[src/rtl/pwrbtn_pulse_sched.sv]
// Round-robin power-button pulse scheduler.
// Times short/long active-low pulses on a 1 ms tick, then a release gap.
module pwrbtn_pulse_sched #(
  parameter int NUM_REQ  = 3,
  parameter int SHORT_MS = 200,
  parameter int LONG_MS  = 4000,
  parameter int GAP_MS   = 100,
  parameter int CNT_W    = 13
) (
  input  logic               clk,
  input  logic               rst,
  input  logic               tick_1ms,
  input  logic [NUM_REQ-1:0] req,
  input  logic [NUM_REQ-1:0] req_long,
  input  logic               abort,
  output logic [NUM_REQ-1:0] grant,
  output logic [NUM_REQ-1:0] done,
  output logic               pulse_n,
  output logic               busy
);

  localparam int IW = $clog2(NUM_REQ);

  localparam logic [CNT_W-1:0] SHORT_T = CNT_W'(SHORT_MS - 1);
  localparam logic [CNT_W-1:0] LONG_T  = CNT_W'(LONG_MS - 1);
  localparam logic [CNT_W-1:0] GAP_T   = CNT_W'(GAP_MS - 1);
  localparam logic [IW-1:0]    LAST    = IW'(NUM_REQ - 1);

  typedef enum logic [1:0] {
    IDLE,
    PULSE,
    GAP
  } state_t;

  state_t             state, state_d;
  logic [CNT_W-1:0]   cnt, cnt_d;
  logic [IW-1:0]      ptr, ptr_d;
  logic [IW-1:0]      owner, owner_d;
  logic               is_long, is_long_d;
  logic [NUM_REQ-1:0] grant_d, done_d;
  logic               pulse_n_d, busy_d;

  logic [IW-1:0]      win;
  logic               found;
  int                 j;
  logic [CNT_W-1:0]   term;

  // Round-robin winner search starting at ptr, wrapping.
  always_comb begin
    win   = '0;
    found = 1'b0;
    j     = 0;
    for (int i = 0; i < NUM_REQ; i++) begin
      j = int'(ptr) + i;
      if (j >= NUM_REQ) j = j - NUM_REQ;
      if (!found && req[IW'(j)]) begin
        found = 1'b1;
        win   = IW'(j);
      end
    end
  end

  // Next-state and next-output logic; all outputs are registered.
  always_comb begin
    state_d   = state;
    cnt_d     = cnt;
    ptr_d     = ptr;
    owner_d   = owner;
    is_long_d = is_long;
    grant_d   = '0;
    done_d    = '0;
    pulse_n_d = pulse_n;
    term      = is_long ? LONG_T : SHORT_T;
    unique case (state)
      IDLE: begin
        if (found) begin
          state_d        = PULSE;
          owner_d        = win;
          is_long_d      = req_long[win];
          grant_d[win]   = 1'b1;
          pulse_n_d      = 1'b0;
          cnt_d          = '0;
          ptr_d          = (win == LAST) ? '0 : win + 1'b1;
        end
      end
      PULSE: begin
        if (abort || (tick_1ms && cnt == term)) begin
          state_d   = GAP;
          pulse_n_d = 1'b1;
          cnt_d     = '0;
        end else if (tick_1ms) begin
          cnt_d = cnt + 1'b1;
        end
      end
      GAP: begin
        if (tick_1ms && cnt == GAP_T) begin
          state_d       = IDLE;
          done_d[owner] = 1'b1;
          cnt_d         = '0;
        end else if (tick_1ms) begin
          cnt_d = cnt + 1'b1;
        end
      end
      default: begin
        state_d   = IDLE;
        pulse_n_d = 1'b1;
        cnt_d     = '0;
      end
    endcase
    busy_d = (state_d != IDLE);
  end

  // State and output registers; reset releases the button at once.
  always_ff @(posedge clk or posedge rst) begin
    if (rst) begin
      state   <= IDLE;
      cnt     <= '0;
      ptr     <= '0;
      owner   <= '0;
      is_long <= 1'b0;
      grant   <= '0;
      done    <= '0;
      pulse_n <= 1'b1;
      busy    <= 1'b0;
    end else begin
      state   <= state_d;
      cnt     <= cnt_d;
      ptr     <= ptr_d;
      owner   <= owner_d;
      is_long <= is_long_d;
      grant   <= grant_d;
      done    <= done_d;
      pulse_n <= pulse_n_d;
      busy    <= busy_d;
    end
  end

endmodule

[config.mk]
export PLATFORM = sky130hd
export DESIGN_NAME = pwrbtn_pulse_sched
export DESIGN_NICKNAME = d
export VERILOG_FILES = /design/src/rtl/pwrbtn_pulse_sched.sv
export SDC_FILE = /design/constraint.sdc
export NUM_CORES = 1
export LEC_CHECK = 0
export CAP_MARGIN = 20
export CORE_MARGIN = 2
export CORE_UTILIZATION = 60
export CTS_BUF_LIST = sky130_fd_sc_hd__clkbuf_16
export DETAILED_ROUTE_END_ITERATION = 8
export PLACE_DENSITY = 0.85
export SLEW_MARGIN = 10
export SYNTH_ARGS = -nofsm -noshare
export SYNTH_HDL_FRONTEND = slang
export SYNTH_SLANG_ARGS = --single-unit
[constraint.sdc]
create_clock -name clk -period 3.5 [get_ports clk]
set_input_delay 0.7 -clock clk [delete_from_list [all_inputs] [get_ports clk]]
set_output_delay 0.7 -clock clk [all_outputs]
set_load 0.01 [all_outputs]
==> metrics <==
initial DRC count=70; M1 WL=about 1.6 mm; synthesis-stage register bit count=28; DRC=0; Tightest Pin Transition=around 1.1 ns; area added between synthesis and finish=19.0%; clk sink count=28; Synth Area in Simple Gates=0.244; largest family of logic cells by synthesized area=simple AND/OR/NAND/NOR gates; crit-path max FO=18; final setup violating endpoints=0; Min-Delay Path Class=flop to flop; cells on worst reg2reg path=8; CTS buffer count=3; CTS Root Cell=clkbuf_16; most frequent cells in the layout=dfrtp_1, clkdlybuf4s50_1, nor2_1; DIE AREA=3130 um^2; # IOs=18; vias in the first global route=~1.3k; first-pass iteration count of the detailed router=4; Compound-Gate Fraction of Synth Area=0.141; Vias=between 1k and 1.5k; sequential-to-total area share from yosys stat=0.434; Routed Antenna Nets=0; # Post-CTS Setup Buffers=0; Final Wtd Congestion=approximately 0.9; Ys Warns=0; IO Port Bufs=17; Total GRT Usage=0.252; commonest non-fill, non-tap cell in the layout=dfrtp_1; Worst VDD drop=around 0.55 mV; CP Capture Type=flop; DIE WIDTH=between 50 and 60 um; post_cts resized=0; post-synthesis mux area share=0.0317; Placeable Area=between 2000 and 3000 um^2; Max Transition Viols Final=0; Synth Instances=163; Sum Neg Setup Slack=0 ns; post-DR wirelength/cell=approximately 17 um; Vias/cell=6.23; number of synthesized flops with an enable pin=0; type of origin of the critical path=input pin; final net count=approximately 200; Cell variety after synth=43; Filler Cells Inserted=between 150 and 200; CTS tree=yes; leak pwr=about 0.79 nW; unrepaired setup endpoints after global routing=no; CP Class=input pin to flop; Skew-Pair Late Insertion Delay=~0.26 ns; post-synthesis adder-cell area fraction=0.0696; clock slew at reported path FFs=about 0.06 ns; starting density of the core=0.641; Met2 Wirelength=1.72 mm; final hold vios=0; CTS H-tree depth=1; Setup Skew=~0.0020 ns; global-route wire length before repair=between 6 and 7 mm; max-capacitance violation count=0; top layer used by detailed routing=met4; Final Total Pwr=1.37 mW; Avg Synthesized Cell Area=9.93 um^2; layout cells sized above 1=0.0710; Async SR Flop Fraction=1.00; Relative slew margins=0.288; ys flop type=dfrtp_1; num rows=18; post-DP HPWL=2.49 mm; Netlist Area Pre-Place=between 1500 and 2000 um^2; DIE HEIGHT=55.9 um; crit share post-route=0.796; final WL=around 3.5 mm; hold-critical path depth=1; crit path DAT=between 2 and 3 ns; status=complete, no violations; antenna violations before repair=0; FMAX=roughly 360 MHz; gr ovfl total=0; Critical Path RT=around 3.6 ns; DR WL met3=roughly 140 um; hold buffers post-CTS=0; largest net degree at the start of global routing=29; clock tree buffer depth=2; Post-Synth XOR/XNOR Area=0.0433; Ant. Diodes=0; Syn Nets=around 180; Period minus WS final=roughly 2.8 ns; pwr dens=approximately 700 nW/um^2
[final cells by class]
cell class,count,area (um^2),area share
clock buffers,3,75.1,0.0390
flip-flops and latches,28,702,0.365
well taps,30,37.5,0.0195
repair buffers,19,203,0.105
multi-input cells,119,856,0.444
inverters,13,48.8,0.0253
clock inverters,1,3.75,0.00195
[worst max-delay path, cell delays in order]
cell	delay (ns)
clkdlybuf4s50_1	0.46
mux2i_1	0.22
o211ai_1	0.19
nor3b_2	0.89
nor4_1	0.21
xnor2_1	0.20
nor2_1	0.06
[sequential cells by signal, summed over array words and instances, names as in the netlist]
signal,flops
cnt,13
done,3
grant,3
owner,2
ptr,2
state,2
busy,1
is_long,1
pulse_n,1
[synth_stat cells, drive strengths merged, types with 2 or more instances]
master | number | area, um^2
nor2 | 16 | 62.6
a41oi | 2 | 17.5
nand2b | 3 | 18.8
o31ai | 2 | 15.0
nor3 | 10 | 50.1
nor4bb | 2 | 20.0
nor2b | 2 | 12.5
nand3 | 4 | 20.0
nor4 | 4 | 25.0
mux2i | 4 | 40.0
a21oi | 7 | 35.0
nand2 | 6 | 22.5
a21o | 3 | 22.5
o21ai | 6 | 30.0
and3b | 2 | 17.5
xnor2 | 8 | 70.1
nand4 | 4 | 25.0
nand3b | 4 | 30.0
nor4b | 2 | 17.5
inv | 13 | 48.8
nor3b | 3 | 27.5
dfrtp | 27 | 676
ha | 9 | 113
clkbuf | 3 | 11.3
[kinds of logic after synthesis]
group                    count (synthesis)
AO/OA/AOI/OAI                           30
XOR/XNOR                                 8
adder cells (fa/ha/maj)                  9
buffers and inverters                   16
flip-flops                              28
multiplexers                             5
AND/OR/NAND/NOR                         67
[final timing paths]
kind                                from        to  slack, ns
min in group asynchronous            rst  grant[0]       0.74
worst max register to register    ptr[0]   cnt[12]       0.80
worst min-delay path            owner[0]   done[2]       0.46
max in group asynchronous            rst    cnt[8]       2.32
worst max-delay path              req[2]   cnt[12]       0.71
worst min register to register  owner[0]   done[2]       0.46
[power by group]
part	switching, mW	internal (mW)	total [mW]
combinational	0.383	0.286	0.669
sequential	0.0450	0.401	0.446
clock	0.105	0.153	0.258
[stage by stage]
stage               setup slack (ns)  instance area [um^2]  hold WS, ns  cells  utilization
global placement               0.577                  1810        0.451    207        0.719
CTS                            0.742                  1890        0.465    211        0.750
floorplan                       1.31                  1620        0.431    163            -
global route                   0.518                  1930        0.483    213        0.763
detailed placement             0.480                  1810        0.465    207        0.719
finish                         0.713                  1930        0.461    213        0.763
[metal layers]
layer,up-vias,GRT usage
li1,629,-
met1,645,0.356
met2,44,0.391
met3,8,0.0372
met4,0,0.105
met5,-,0
(Power assumes the default switching activity.)
